<file path="src/rtl/mux_arb_n.sv">
// ---------------------------------------------------------------------------
// mux_arb_n
//
// N-channel, WIDTH-bit registered multiplexer with per-channel valid/ready
// handshakes. One output register with back-pressure sits behind a grant
// stage that works in fixed-select or round-robin mode.
//
// Optional feature macro: MUX_RR_EN
//   defined   : round-robin pointer and search logic are built; mode_i
//               selects fixed (0) or round-robin (1) arbitration.
//   undefined : fixed-select only; mode_i is ignored. Ports are unchanged.
//
// Parameters
//   WIDTH   data width per channel
//   NUM_CH  number of input channels (>= 2)
//   SEL_W   width of a channel index
//
// Ports
//   clk      rising-edge clock
//   reset_n  asynchronous active-low reset
//   data_i   packed channel data, channel k at data_i[k*WIDTH +: WIDTH]
//   valid_i  per-channel valid
//   ready_o  per-channel ready, one-hot or zero
//   sel_i    channel select used in fixed mode
//   mode_i   0 = fixed select, 1 = round-robin
//   y_o      registered output data
//   valid_o  output valid
//   ready_i  downstream ready
//   ch_o     channel index of the word held in y_o
// ---------------------------------------------------------------------------
module mux_arb_n #(
  parameter int WIDTH  = 8,
  parameter int NUM_CH = 4,
  parameter int SEL_W  = $clog2(NUM_CH)
) (
  input  logic                    clk,
  input  logic                    reset_n,
  input  logic [NUM_CH*WIDTH-1:0] data_i,
  input  logic [NUM_CH-1:0]       valid_i,
  output logic [NUM_CH-1:0]       ready_o,
  input  logic [SEL_W-1:0]        sel_i,
  input  logic                    mode_i,
  output logic [WIDTH-1:0]        y_o,
  output logic                    valid_o,
  input  logic                    ready_i,
  output logic [SEL_W-1:0]        ch_o
);

  logic             load;
  logic             grant;
  logic [SEL_W-1:0] gnt_idx;
  logic             fix_grant;
  logic [WIDTH-1:0] data_sel;

  // The output register can accept a word when empty or being drained.
  assign load = ~valid_o | ready_i;

  // Fixed-mode grant: an out-of-range select matches no channel and so
  // never grants.
  always_comb begin
    fix_grant = 1'b0;
    for (int k = 0; k < NUM_CH; k++) begin
      if (sel_i == SEL_W'(k)) begin
        fix_grant = valid_i[k];
      end
    end
  end

`ifdef MUX_RR_EN
  logic [SEL_W-1:0] ptr;
  logic             rr_grant;
  logic [SEL_W-1:0] rr_idx;
  logic [SEL_W:0]   cand;

  // Round-robin search: first valid channel at or after ptr, wrapping.
  // cand is one bit wider so ptr+i cannot overflow before the wrap.
  always_comb begin
    rr_grant = 1'b0;
    rr_idx   = '0;
    cand     = '0;
    for (int i = 0; i < NUM_CH; i++) begin
      cand = {1'b0, ptr} + (SEL_W+1)'(i);
      if (cand >= (SEL_W+1)'(NUM_CH)) begin
        cand = cand - (SEL_W+1)'(NUM_CH);
      end
      if (!rr_grant && valid_i[cand[SEL_W-1:0]]) begin
        rr_grant = 1'b1;
        rr_idx   = cand[SEL_W-1:0];
      end
    end
  end

  assign grant   = mode_i ? rr_grant : fix_grant;
  assign gnt_idx = mode_i ? rr_idx   : sel_i;

  // The pointer advances past the granted channel on every transfer,
  // in either mode, so switching to round-robin continues fairly.
  always_ff @(posedge clk or negedge reset_n) begin
    if (!reset_n) begin
      ptr <= '0;
    end else if (load && grant) begin
      ptr <= (gnt_idx == SEL_W'(NUM_CH-1)) ? '0 : gnt_idx + SEL_W'(1);
    end
  end
`else
  logic unused_mode;

  assign unused_mode = mode_i;
  assign grant       = fix_grant;
  assign gnt_idx     = sel_i;
`endif

  // Data select for the granted channel.
  always_comb begin
    data_sel = '0;
    for (int k = 0; k < NUM_CH; k++) begin
      if (gnt_idx == SEL_W'(k)) begin
        data_sel = data_i[k*WIDTH +: WIDTH];
      end
    end
  end

  // Ready goes only to the granted channel and never depends on data_i.
  assign ready_o = (load && grant) ? (NUM_CH'(1) << gnt_idx) : '0;

  // Output stage: capture on a transfer, go empty when free with no grant,
  // otherwise hold. Drain and load share one edge, so there is no bubble.
  always_ff @(posedge clk or negedge reset_n) begin
    if (!reset_n) begin
      y_o     <= '0;
      ch_o    <= '0;
      valid_o <= 1'b0;
    end else if (load) begin
      if (grant) begin
        y_o     <= data_sel;
        ch_o    <= gnt_idx;
        valid_o <= 1'b1;
      end else begin
        valid_o <= 1'b0;
      end
    end
  end

endmodule

</file>
<file path="config.mk">
export PLATFORM = sky130hd
export DESIGN_NAME = mux_arb_n
export DESIGN_NICKNAME = d
export VERILOG_FILES = /design/src/rtl/mux_arb_n.sv
export SDC_FILE = /design/constraint.sdc
export NUM_CORES = 1
export LEC_CHECK = 0
export BUFFER_PORTS_ARGS = -buffer_cell sky130_fd_sc_hd__buf_4
export CAP_MARGIN = 15
export CORE_AREA = 2 2 46 48
export CTS_CLUSTER_SIZE = 8
export DETAILED_ROUTE_END_ITERATION = 10
export DIE_AREA = 0 0 48 50
export HOLD_SLACK_MARGIN = 0.08
export PLACE_DENSITY_LB_ADDON = 0.12
export RECOVER_POWER = 100
export SKIP_LAST_GASP = 1
export SLEW_MARGIN = 10
export SYNTH_ARGS = -nofsm -noshare
export SYNTH_HDL_FRONTEND = slang
export SYNTH_SLANG_ARGS = --single-unit
export TNS_END_PERCENT = 30
</file>
<file path="constraint.sdc">
create_clock -name clk -period 3.1 [get_ports clk]
set_clock_uncertainty 0.05 [all_clocks]
set_input_delay 0.62 -clock clk [delete_from_list [all_inputs] [get_ports clk]]
set_output_delay 0.62 -clock clk [all_outputs]
set_load 0.1 [all_outputs]
</file>
==> metrics.md <==
| Metric | Value |
|---|---|
| CTS max path bufs | 2 |
| Worst setup margin | 0.4555 ns |
| Sequential Area | 275.3 um2 |
| Most used routing layer | met2 |
| Max VDD drop | 0.3294 mV |
| DIE AREA | 2400 um2 |
| First-pass GRT wire length | 2.884 mm |
| Routed WL | 1.735 mm |
| Initial core utilization | 0.3961 |
| CTS Hold Bufs | 0 |
| Met2 Usage GRT | 0.2844 |
| Detail Placement HPWL | 1.377 mm |
| Vias per cell | 4.869 |
| Top cell type by total area after synthesis | dfrtp_1 |
| Yosys cell types | 21 |
| Routability congestion estimate | 0.6721 |
| Seq/Total Area, Yosys | 0.3654 |
| Clock-pin slew on the worst setup and hold paths | 0.07 ns |
| H-tree levels | 1 |
| Met3 Use GR | 0.08059 |
| Largest net degree at the start of global routing | 18 |
| M1 GR Usage | 0.1917 |
| Most instantiated cells after synthesis | dfrtp_1 (11), mux2_4 (9), mux4_2 (7) |
| Tot Pwr | 705.8 uW |
| Post-layout nets | 146 |
| Core Area | 1902 um2 |
| Clock sink total | 11 |
| Slowest Stage Delay on Critical Path | 0.86 ns |
| Tightest Pin Transition | 1.178 ns |
| Grt total ovfl | 0 |
| Die Y | 50 um |
| Non-Filler Instances | 130 |
| MaxCap Viol Count | 0 |
| Area occupied by multi-input gates | 427.9 um2 |
| Worst path top cell family by delay | buffers and inverters |
| Reg2reg start | valid_o$_DFFE_PN0P_ |
| PortBufs | 55 |
| Period minus WS final | 2.645 ns |
| Vias in the first global route | 697 |
| Post-synth top area share | 0.3654 |
| Clk_lat worst skew | 0.26 ns |
| Syn_nets | 89 |
| Worst Setup End Kind | output port |
| Initial drt markers | 6 |
| # diodes | 0 |
| GRT Total Usage | 0.1691 |
| # resized after CTS | 0 |
| Buffers & Inverters on Critical Path | 2 |
| DR pass1 iterations | 2 |
| Share of layout cells above drive strength 1 | 0.6117 |
| Slew Viols, Final | 0 |
| Synthesis Warnings | 0 |
| Ys async rst share | 1.000 |
| Main synth FF type | dfrtp_1 |
| Worst min path class | in -> async |
| Worst path arrival time | 1.97 ns |
| Post-synth EDFFs | 0 |
| Per-cell routed wire length | 13.35 um |
| Row cnt | 16 |
| Antenna Nets Post-Route | 0 |
| Top post-synthesis cells by area | dfrtp_1 (37%), mux4_2 (21%), mux2_4 (18%) |
| I/O pin cnt | 57 |
| Placed cell count | 126 |
| CP required | 2.43 ns |
| Hold Vio Cnt, Final | 0 |
| Seq cells post-synth | 11 |
| RSZ-0062 raised after global routing | no |
| R2R depth | 4 |
| RR Endpoint | y_o[0]$_DFFE_PN0P_ |
| Endpoints failing setup | 0 |
| CTS tree | built |
| CP Class | in -> out |
| Most frequent cell after synthesis | dfrtp_1 |
| Fillers | 192 |
| Worst path cell trace | buf_4 > and4_1 > clkbuf_1 |
| Die width | 48 um |
| Static Leak | 0.4967 nW |
| DP Worst Slack | 0.5965 ns |
| Final period utilization | 0.8531 |
| Root buffer cell | clkbuf_4 |
| Startpoint Class | input port |
| Post-Syn Area | 753.2 um2 |
| Gate Count Post-Synth | 47 |
| Initial antenna violation count | 0 |
| Crit-path slowest cell | clkbuf_1 |
| Via count | 633 |
| Slew Limit Headroom | 0.2179 |
| Synth-to-layout area growth | 48.67% |
| WHS | 0.2639 ns |
| Outcome | complete, no violations |
| Num CTS Buffers | 3 |
| Post-CTS setup buffer count | 0 |
| Peak Freq | 378.1 MHz |
| Crit path max fanout | 17 |
| Pwr dens | 630.3 nW/um2 |
| Drc violations | 0 |
| Finished Core Util | 0.5888 |
| Synthesized area per cell | 16.03 um2 |
| R2R Setup Slk | 1.08 ns |
==> report_power, final <==
group | switching [mW] | total (mW) | internal [mW]
sequential | 0.0167 | 0.193 | 0.176
combinational | 0.321 | 0.416 | 0.0950
clock | 0.0473 | 0.0971 | 0.0498
total | 0.385 | 0.706 | 0.321
==> worst max path at each step <==
stage / from / end / slack, ns / cells after the start
final: sel_i[0] / ready_o[3] / 0.46 / 3
after global routing: sel_i[0] / ready_o[3] / 0.41 / 3
after global placement: sel_i[1] / ready_o[1] / 0.62 / 5
after detailed placement: sel_i[1] / ready_o[1] / 0.60 / 5
after floorplan: valid_o$_DFFE_PN0P_ / ready_o[1] / -0.07 / 3
after CTS: sel_i[1] / ready_o[1] / 0.60 / 5
==> through the flow <==
step | setup TNS, ns | instance area [um2]
global placement | 0 | 1196
finish | 0 | 1120
CTS | 0 | 1222
detailed placement | 0 | 1196
floorplan | -0.07083 | 769.5
global route | 0 | 1120
==> worst register-to-register path, cell delays in order, from the launching register on <==
cell      delay (ns)
dfrtp_1         0.38
nand2b_1        0.18
o311ai_4        0.18
nor2_1          0.71
mux2_2          0.41
==> final cells by class <==
| cell class | instances | area share |
|---|---|---|
| Multi-Input combinational cell | 33 | 0.3821 |
| Sequential cell | 11 | 0.2458 |
| Timing Repair Buffer | 55 | 0.3184 |
| Clock buffer | 4 | 0.02346 |
| Tap cell | 27 | 0.03017 |
==> flip-flops by register name (all words and copies together) (netlist names) <==
name and cells:
ch_o 2, valid_o 1, y_o 8
==> cell families (layout without fill, tap and decap cells) <==
kind of cell,Yosys count,in the layout,share of synthesized area
flip-flops,11,11,0.3654
AO/OA/AOI/OAI,4,4,0.06313
AND/OR/NAND/NOR,12,12,0.1213
multiplexers,17,17,0.4236
buffers and inverters,3,59,0.02657
==> layout by cell type, fill, tap and decap left out, drive strengths merged <==
cell type  instances
nand2              2
buf               39
dfrtp             11
o31ai              1
nor2               3
o311ai             1
nand2b             1
and2               1
clkbuf            20
mux2               9
mux4               8
nor3b              2
or3b               1
o22a               1
nor2b              1
o21ai              1
and4               1
==> routing by layer <==
metal	part of all wire	vias up
li1	-	298
met2	0.52	31
met5	0	-
met1	0.40	304
met3	0.079	0
met4	0	0
Power figures use the tool's default switching activity.
